===== config.mk =====
export PLATFORM = sky130hd
export DESIGN_NAME = tlc_conflict_monitor
export DESIGN_NICKNAME = d
export VERILOG_FILES = /design/src/rtl/tlc_pkg.sv /design/src/rtl/tlc_conflict_monitor.sv
export SDC_FILE = /design/constraint.sdc
export NUM_CORES = 1
export LEC_CHECK = 0
export BUFFER_PORTS_ARGS = -buffer_cell sky130_fd_sc_hd__buf_2
export CAP_MARGIN = 20
export CORE_ASPECT_RATIO = 1.25
export CORE_MARGIN = 5
export CORE_UTILIZATION = 25
export DETAILED_ROUTE_END_ITERATION = 6
export GPL_ROUTABILITY_DRIVEN = 0
export PLACE_DENSITY_LB_ADDON = 0.3
export RECOVER_POWER = 25
export SLEW_MARGIN = 10
export SYNTH_ARGS = -nofsm -noshare
export SYNTH_HDL_FRONTEND = slang
export SYNTH_SLANG_ARGS = --single-unit

===== constraint.sdc =====
create_clock -name clk -period 3.2 [get_ports clk]
set_input_delay 0.48 -clock clk [delete_from_list [all_inputs] [get_ports clk]]
set_output_delay 0.48 -clock clk [all_outputs]
set_load 0.01 [all_outputs]

===== src/rtl/tlc_pkg.sv =====
// rtl/tlc_pkg.sv - shared signal-head light encoding
// Encoding 2'd3 is intentionally left unnamed; the monitor treats it as a bad encoding.
package tlc_pkg;
  typedef enum logic [1:0] {
    RED = 2'd0,
    YEL = 2'd1,
    GRN = 2'd2
  } light_t;
endpackage


===== src/rtl/tlc_conflict_monitor.sv =====
// rtl/tlc_conflict_monitor.sv - independent NS/EW head conflict, sequence, dwell and watchdog monitor
// Latches the first fault, requests flash, and counts completed legal cycles.
module tlc_conflict_monitor #(
  parameter int MIN_G  = 50,
  parameter int MIN_Y  = 10,
  parameter int MIN_AR = 5,
  parameter int WDOG   = 255
) (
  input  logic             clk,
  input  logic             rst_n,
  input  tlc_pkg::light_t  NS_light,
  input  tlc_pkg::light_t  EW_light,
  input  logic             clear_fault,
  output logic             fault,
  output logic [2:0]       fault_code,
  output logic             flash_en,
  output logic [2:0]       phase,
  output logic [15:0]      cycles_ok
);
  import tlc_pkg::*;

  localparam int DW = $clog2(WDOG + 1);
  localparam logic [DW-1:0] WDOG_M1 = DW'(WDOG - 1);

  typedef enum logic [2:0] {
    S_NSG   = 3'd0,
    S_NSY   = 3'd1,
    S_AR1   = 3'd2,
    S_EWG   = 3'd3,
    S_EWY   = 3'd4,
    S_AR2   = 3'd5,
    S_FAULT = 3'd6,
    S_SYNC  = 3'd7
  } state_t;

  // Raw pair class; RED/RED is one class and AR1/AR2 is decided by the current state.
  typedef enum logic [2:0] {
    C_NSG, C_NSY, C_RR, C_EWG, C_EWY, C_CONF, C_BAD
  } cls_t;

  state_t         state_q, state_d;
  logic [DW-1:0]  dwell_q, dwell_d;
  logic           first_q, first_d;
  logic           fault_d;
  logic [2:0]     code_d;
  logic [2:0]     latch_code;
  logic           cyc_inc;
  cls_t           cls;
  state_t         cur;
  logic           ns_ok, ew_ok;

  function automatic cls_t state_cls(input state_t s);
    case (s)
      S_NSG:   return C_NSG;
      S_NSY:   return C_NSY;
      S_EWG:   return C_EWG;
      S_EWY:   return C_EWY;
      S_AR1,
      S_AR2:   return C_RR;
      default: return C_BAD;
    endcase
  endfunction

  function automatic state_t succ(input state_t s);
    case (s)
      S_NSG:   return S_NSY;
      S_NSY:   return S_AR1;
      S_AR1:   return S_EWG;
      S_EWG:   return S_EWY;
      S_EWY:   return S_AR2;
      S_AR2:   return S_NSG;
      default: return S_SYNC;
    endcase
  endfunction

  function automatic logic [DW-1:0] min_dwell(input state_t s);
    case (s)
      S_NSG, S_EWG: return DW'(MIN_G);
      S_NSY, S_EWY: return DW'(MIN_Y);
      default:      return DW'(MIN_AR);
    endcase
  endfunction

  assign ns_ok = (NS_light == RED) || (NS_light == YEL) || (NS_light == GRN);
  assign ew_ok = (EW_light == RED) || (EW_light == YEL) || (EW_light == GRN);

  always_comb begin
    cls = C_BAD;
    if (NS_light != RED && EW_light != RED) cls = C_CONF;
    else if (!ns_ok || !ew_ok)              cls = C_BAD;
    else if (NS_light == GRN)               cls = C_NSG;
    else if (NS_light == YEL)               cls = C_NSY;
    else if (EW_light == GRN)               cls = C_EWG;
    else if (EW_light == YEL)               cls = C_EWY;
    else                                    cls = C_RR;
  end

  always_comb begin
    state_d    = state_q;
    dwell_d    = dwell_q;
    first_d    = first_q;
    fault_d    = fault;
    code_d     = fault_code;
    latch_code = 3'd0;
    cyc_inc    = 1'b0;
    cur        = clear_fault ? S_SYNC : state_q;

    if (clear_fault) begin
      fault_d = 1'b0;
      code_d  = 3'd0;
      state_d = S_SYNC;
      dwell_d = '0;
    end

    if (cur != S_FAULT) begin
      if (cls == C_CONF) begin
        latch_code = 3'd1;
      end else if (cls == C_BAD) begin
        latch_code = 3'd2;
      end else if (cur == S_SYNC) begin
        dwell_d = '0;
        first_d = 1'b0;
        if (cls == C_NSG) begin
          state_d = S_NSG;
          dwell_d = DW'(1);
          first_d = 1'b1;
        end else if (cls == C_EWG) begin
          state_d = S_EWG;
          dwell_d = DW'(1);
          first_d = 1'b1;
        end
      end else if (cls == state_cls(cur)) begin
        if (dwell_q >= WDOG_M1) begin
          latch_code = 3'd5;
          dwell_d    = DW'(WDOG);
        end else begin
          dwell_d = dwell_q + 1'b1;
        end
      end else if (cls != state_cls(succ(cur))) begin
        latch_code = 3'd3;
      end else if (!first_q && dwell_q < min_dwell(cur)) begin
        latch_code = 3'd4;
      end else begin
        state_d = succ(cur);
        dwell_d = DW'(1);
        first_d = 1'b0;
        cyc_inc = (cur == S_AR2);
      end
    end

    if (latch_code != 3'd0) begin
      state_d = S_FAULT;
      fault_d = 1'b1;
      code_d  = latch_code;
    end
  end

  always_ff @(posedge clk or negedge rst_n) begin
    if (!rst_n) begin
      state_q    <= S_SYNC;
      dwell_q    <= '0;
      first_q    <= 1'b0;
      fault      <= 1'b0;
      flash_en   <= 1'b0;
      fault_code <= 3'd0;
      phase      <= 3'd7;
      cycles_ok  <= 16'd0;
    end else begin
      state_q    <= state_d;
      dwell_q    <= dwell_d;
      first_q    <= first_d;
      fault      <= fault_d;
      flash_en   <= fault_d;
      fault_code <= code_d;
      phase      <= (state_d == S_FAULT) ? 3'd7 : state_d;
      if (cyc_inc) cycles_ok <= cycles_ok + 16'd1;
    end
  end

endmodule


# Word level (Yosys, flattened, before mapping)
# Index checks and enable logic that the tools add are counted.
[word_totals] register_bits=35 inputBits=7 output_inout_bits=24 word_cells=140
[op_classes] n_addsub=2 order_cmp=2 eq_ne=25 n_mux=78 bitwise_logic=2 n_reduce_logical=24
[ops] cell="2-to-1 mux 3 bit" n=42
[ops] cell="2-to-1 mux 8 bit" n=15
[ops] cell="case mux 3 bit (5 select lines)" n=2
[ops] cell="== test 3 bit (second input constant)" n=8
[ops] cell="case mux 3 bit (6 select lines)" n=1
[ops] cell="2-to-1 mux 1 bit" n=17
[ops] cell="adder 16 x 1 -> 16 bit (second input constant)" n=1
[ops] cell="== test 3 x 2 -> 1 bit (second input constant)" n=5
[ops] cell="case mux 6 bit (2 select lines)" n=1
[ops] cell="zero test 3 bit" n=3
[ops] cell="adder 8 x 1 -> 8 bit (second input constant)" n=1
[ops] cell=">= comparator 8 bit (second input constant)" n=1
[ops] cell="less-than comparator 8 bit" n=1
[ops] cell="OR reduction 2 bit" n=4
[ops] cell="== test 3 x 1 -> 1 bit (second input constant)" n=2
[ops] cell="inequality test 2 bit (second input constant)" n=3
[ops] cell="AND reduction 6 bit" n=1
[ops] cell="nonzero test 2 bit" n=3
[ops] cell="logical OR 1 bit" n=5
[ops] cell="== test 2 x 1 -> 1 bit (second input constant)" n=2
[ops] cell="== test 2 bit (second input constant)" n=2
[ops] cell="zero test 2 bit" n=2
[ops] cell="== test 3 bit" n=1
[ops] cell="zero test 1 bit" n=3
[ops] cell="5 further kinds" n=7

# Longest topological paths before layout
[logic_depth] depth_word=45 ltp_mapped=12

# Least setup slack after synthesis
# Ideal clock, no wire load.
[synth_timing] path_type="reg-to-reg" start="register state_q[0]" end="register phase[1]" setup_ps=88 t_arrival_ps=2864 required_ps=3112 setup_slack_ps=248 path_stages_with_launch=10 path_cell_list="dfstp_2 > clkbuf_1 > nand2b_1 > nand3_1 > ha_1 > or4_1 > a211oi_2 > nor3_1 > and4_1 > or3_1"
[synth_between] elab_chain_len=27
[synth_rtl] element="start: declaration" line="tlc_conflict_monitor.sv:41" rtl="state_t state_q, state_d;"
[synth_rtl] element="start signal: assignment" line="tlc_conflict_monitor.sv:169" rtl="state_q <= state_d;"
[synth_rtl] element="2-to-1 mux 3 bit *" line="tlc_conflict_monitor.sv:106, tlc_conflict_monitor.sv:108"
[synth_rtl] element="== test 3 bit (tied with other cells)" line="tlc_conflict_monitor.sv:53, tlc_conflict_monitor.sv:65"
[synth_rtl] element="case mux 3 bit (6 select lines)" line="tlc_conflict_monitor.sv:65" rtl="case (s)"
[synth_rtl] element="2-to-1 mux 3 bit" line="tlc_conflict_monitor.sv:132" rtl="end else if (cls == state_cls(cur)) begin"
[synth_rtl] element="2-to-1 mux 3 bit" line="tlc_conflict_monitor.sv:120" rtl="end else if (cur == S_SYNC) begin"
[synth_rtl] element="2-to-1 mux 3 bit" line="tlc_conflict_monitor.sv:118" rtl="end else if (cls == C_BAD) begin"
[synth_rtl] element="2-to-1 mux 3 bit" line="tlc_conflict_monitor.sv:116" rtl="if (cls == C_CONF) begin"
[synth_rtl] element="2-to-1 mux 3 bit" line="tlc_conflict_monitor.sv:115" rtl="if (cur != S_FAULT) begin"
[synth_rtl] element="(+11 left out)"
[synth_rtl] element="2-to-1 mux 3 bit" line="tlc_conflict_monitor.sv:120"
[synth_rtl] element="2-to-1 mux 3 bit" line="tlc_conflict_monitor.sv:118"
[synth_rtl] element="2-to-1 mux 3 bit" line="tlc_conflict_monitor.sv:116"
[synth_rtl] element="2-to-1 mux 3 bit" line="tlc_conflict_monitor.sv:115"
[synth_rtl] element="nonzero test 3 bit" line="tlc_conflict_monitor.sv:151" rtl="if (latch_code != 3'd0) begin"
[synth_rtl] element="2-to-1 mux 3 bit *" line="tlc_conflict_monitor.sv:151"
[synth_rtl] element="== test 3 bit" line="tlc_conflict_monitor.sv:175" rtl="phase <= (state_d == S_FAULT) ? 3'd7 : state_d;"
[synth_rtl] element="2-to-1 mux 3 bit *" line="tlc_conflict_monitor.sv:175"
[synth_rtl] element="end signal: assignment" line="tlc_conflict_monitor.sv:175"
[synth_rtl] element="end: declaration" line="tlc_conflict_monitor.sv:17" rtl="output logic [2:0] phase,"
# Every way passes the cells marked *; elsewhere a longest branch is shown, timed or not. The select of a mux whose other input is x is not followed.
# A chain may end at the register's enable or synchronous reset.

# Final worst setup path
[layout_timing] start="register state_q[2]" end="register cycles_ok[12]"
[layout_between] elab_chain_len=23
[layout_rtl] element="2-to-1 mux 3 bit *" line="tlc_conflict_monitor.sv:106" rtl="cur = clear_fault ? S_SYNC : state_q;"
[layout_rtl] element="== test 3 bit (tied with other cells)" line="tlc_conflict_monitor.sv:53, tlc_conflict_monitor.sv:65, tlc_conflict_monitor.sv:147"
[layout_rtl] element="case mux 3 bit (6 select lines)" line="tlc_conflict_monitor.sv:65"
[layout_rtl] element="2-to-1 mux 3 bit" line="tlc_conflict_monitor.sv:132"
[layout_rtl] element="2-to-1 mux 3 bit" line="tlc_conflict_monitor.sv:120"
[layout_rtl] element="2-to-1 mux 3 bit" line="tlc_conflict_monitor.sv:118"
[layout_rtl] element="2-to-1 mux 3 bit" line="tlc_conflict_monitor.sv:116"
[layout_rtl] element="2-to-1 mux 3 bit" line="tlc_conflict_monitor.sv:115"
[layout_rtl] element="(+7 left out)"
[layout_rtl] element="2-to-1 mux 3 bit" line="tlc_conflict_monitor.sv:115"
[layout_rtl] element="inequality test 3 bit" line="tlc_conflict_monitor.sv:139" rtl="end else if (cls != state_cls(succ(cur))) begin"
[layout_rtl] element="2-to-1 mux 1 bit" line="tlc_conflict_monitor.sv:139"
[layout_rtl] element="2-to-1 mux 1 bit" line="tlc_conflict_monitor.sv:132"
[layout_rtl] element="2-to-1 mux 1 bit" line="tlc_conflict_monitor.sv:120"
[layout_rtl] element="2-to-1 mux 1 bit" line="tlc_conflict_monitor.sv:118"
[layout_rtl] element="2-to-1 mux 1 bit" line="tlc_conflict_monitor.sv:116"
[layout_rtl] element="2-to-1 mux 1 bit *" line="tlc_conflict_monitor.sv:115"
[layout_rtl] element="end signal: assignment" line="tlc_conflict_monitor.sv:176" rtl="if (cyc_inc) cycles_ok <= cycles_ok + 16'd1;"
[layout_rtl] element="end: declaration" line="tlc_conflict_monitor.sv:18" rtl="output logic [15:0] cycles_ok"
# Marks and branches as above.

==> results by group <==
Clock tree
  – CTS tree: done
  – Setup Buffers After CTS: 0
  – Clock-pin slew of the registers on the worst-case setup and hold paths: about 0.06 ns
  – Worst skew pair latency: 0.28 ns
  – Clock sinks: 35
  – CTS Buffer Depth: 2
  – H-tree levels: 2
  – Hold_buf cts: 0
  – Root buf cell: clkbuf_16
  – CTS Buf Count: 5
  – CTS resizes: 0

Synthesis
  – Seq/Total Area, Yosys: 0.378
  – Cell variety after synth: 59
  – Yosys reg bits: 35
  – Synthesized Nets: 271
  – Top FF cell, synth: dfrtp_1
  – Syn Inst Count: roughly 260
  – Avg Inst Size Synth: slightly above 9 µm²
  – Asr flop ratio synth: 1.00
  – YS warnings: 0
  – Mapped Area: 2340 µm²
  – Number of synthesized flops with an enable pin: 0

Critical path
  – Crit-path cells: a21oi_1, and2_1, ha_1, nand2_1, nor3_1, a211oi_4, a211oi_4, nand3_4, nor4_1, xor2_1
  – CP required: between 3 and 4 ns
  – Largest delay share family, worst path: simple AND/OR/NAND/NOR gates
  – WS Path Type: flip-flop to flip-flop
  – CP Launch Type: flip-flop
  – Worst path slowest cell: dfstp_2
  – CP Max Fanout: 13
  – Most frequent CP cell: a211oi_4
  – CP max stage delay: 0.67 ns
  – Critical path arrival: ~3.2 ns
  – Critical path buffers and inverters: 0
  – Crit end category: flip-flop

Timing
  – Slew @ Worst Pin: 1.94 ns
  – Crit share post-route: 0.938
  – Max Slew Vio Count: 36
  – Fin worst setup slack: between 0.15 and 0.2 ns
  – Max Clock Skew: approximately 0.0084 ns
  – Final setup violation count: 0
  – Period minus WS final: between 3 and 4 ns
  – Slew margin rel.: -0.293
  – Hold Fails Final Rpt: 0
  – RSZ-0062 raised after global routing: true
  – Max Clk Rate: between 300 and 400 MHz
  – Worst hold margin: between 0.4 and 0.5 ns

Route
  – DR vias: ~2.1k
  – Routed wire per std cell: between 10 and 15 µm
  – Post-route ant nets: 0
  – Post-Route WL: roughly 6 mm
  – Via/cell ratio: between 4 and 5
  – Initial DRC Count: between 80 and 90
  – Post-route DRC: 0
  – Drt first pass iters: 5

Place
  – Inst Count DP: a little over 400
  – IO buf count: 30
  – Pre-CTS WS: between 0.2 and 0.25 ns
  – DP Wirelength: 4.53 mm
  – Placed inst area: about 2700 µm²

Layout
  – Area Overhead vs Synth: 22.2%
  – Final instance area: approximately 2900 µm²
  – Final non-filler cell total: 416
  – Layout cell share with drive strength beyond 1: 0.239
  – Most frequent cells in the layout: 29 x dfrtp_1, 29 x buf_2, 22 x nand2_1
  – Nets: a little over 300
  – N_diodes: 0

GRT
  – Initial antenna violation count: 0
  – First-pass GRT wire length: around 9.8 mm
  – Largest net degree at the start of global routing: 36
  – Grt ovf: 0
  – Vias in the first global route: 2,092
  – Global Route Usage Sum: 0.106

Die
  – Starting Density: 0.256
  – Rows: 39
  – DIE WIDTH: 96.5 µm
  – Die Area: between 10,000 and 15,000 µm²
  – Core footprint: roughly 9000 µm²
  – I/O pin count: 31
  – Die H: ~120 µm

Worst hold path
  – Hold crit path type: flip-flop to flip-flop

Power
  – Switching power: 0.353 mW
  – Internal Pwr Total: 0.922 mW
  – Clk network pwr share: 0.449
  – Sequential share of power: 0.385
  – P_leak: between 1 and 1.5 nW
  – Peak VDD IR: between 0.2 and 0.25 mV
  – Power Density: between 400 and 500 nW/µm²
  – Comb pwr share: 0.166
  – Switching share of power: 0.277

Outcome
  – Failing checks: max-capacitance violations, max-slew violations
  – Outcome: complete, but fails checks

Job
  – Max_cap viols: 1
through the flow:
stage | utilization | power (mW) | TNS [ns]
2_1_floorplan | - | 0.636 | 0
3_3_place_gp | 0.292 | 0.703 | 0
3_5_place_dp | 0.292 | 0.707 | 0
4_1_cts | 0.311 | 1.28 | 0
5_1_grt | 0.313 | 1.33 | -0.0278
6_report | 0.313 | 1.27 | 0
worst reg2reg max path, stage by stage, from the launching register on:
cell and delay, ns:
dfstp_2 0.67, a21oi_1 0.17, and2_1 0.21, ha_1 0.27, nand2_1 0.04, nor3_1 0.30, a211oi_4 0.16, a211oi_4 0.33
nand3_4 0.20, nor4_1 0.39, xor2_1 0.19
sequential cells by signal (all words and copies together) (netlist names):
| register | count |
|---|---|
| cycles_ok | 16 |
| dwell_q | 8 |
| fault_code | 3 |
| phase | 3 |
| state_q | 3 |
| first_q | 1 |
| flash_en | 1 |
worst paths after layout:
check,start,to,slack (ns),cells after the start
min in group asynchronous,rst_n,cycles_ok[10],0.73,1
worst max-delay path,state_q[2],cycles_ok[12],0.20,10
worst min-delay path,cycles_ok[15],cycles_ok[15],0.47,1
worst max register to register,state_q[2],cycles_ok[12],0.20,10
worst min register to register,cycles_ok[15],cycles_ok[15],0.47,1
max in group asynchronous,rst_n,dwell_q[2],1.35,1
Yosys cell counts, types with 3 or more instances:
cell,number,area share
xor2_1,15,0.056
nor4_1,6,0.016
o31ai_1,3,0.0096
or3_1,3,0.0080
dfstp_2,6,0.067
nand2_1,22,0.035
and2_1,3,0.0080
buf_2,4,0.0086
xnor2_1,9,0.034
ha_1,8,0.043
inv_1,9,0.014
nand2b_1,7,0.019
nor2_1,12,0.019
a31oi_1,3,0.0080
nand3_1,17,0.036
clkbuf_1,4,0.0064
dfrtp_1,29,0.31
nand4_1,6,0.016
nor3_1,7,0.015
o21ai_0,13,0.028
a21oi_1,21,0.045
area by class of cell:
type,instances,area [µm²]
fillers,980,6270
multi-input cells,201,1390
flip-flops and latches,35,883
repair buffers,40,224
well taps,123,154
clock buffers,5,125
clock inverters,3,47.5
inverters,9,33.8
per-layer routing:
metal / up-vias / global-route usage / routed length [µm]
met3: 10 / 0.0191 / 204
met4: 0 / 0.0325 / 86
met5: - / 0 / 0
met1: 1026 / 0.128 / 2540
li1: 1005 / - / -
met2: 35 / 0.189 / 3070
cell families after synthesis:
| group | synth area share |
|---|---|
| and+or+nand+nor | 0.247 |
| AOI/OAI and AO/OA | 0.177 |
| muxes | 0.0134 |
| xor gates and xnor gates | 0.0898 |
| DFF | 0.378 |
| adders and majority gates | 0.0562 |
| buffers and inverters | 0.0390 |
power by group through the flow:
stage / clock network [mW] / registers [mW] / logic, mW
2_1_floorplan: 0 / 0.491 / 0.145
3_3_place_gp: 0 / 0.498 / 0.205
3_5_place_dp: 0 / 0.499 / 0.208
4_1_cts: 0.583 / 0.491 / 0.209
5_1_grt: 0.599 / 0.494 / 0.236
6_report: 0.573 / 0.491 / 0.211
Note: power is estimated with default switching activity, not from simulation.
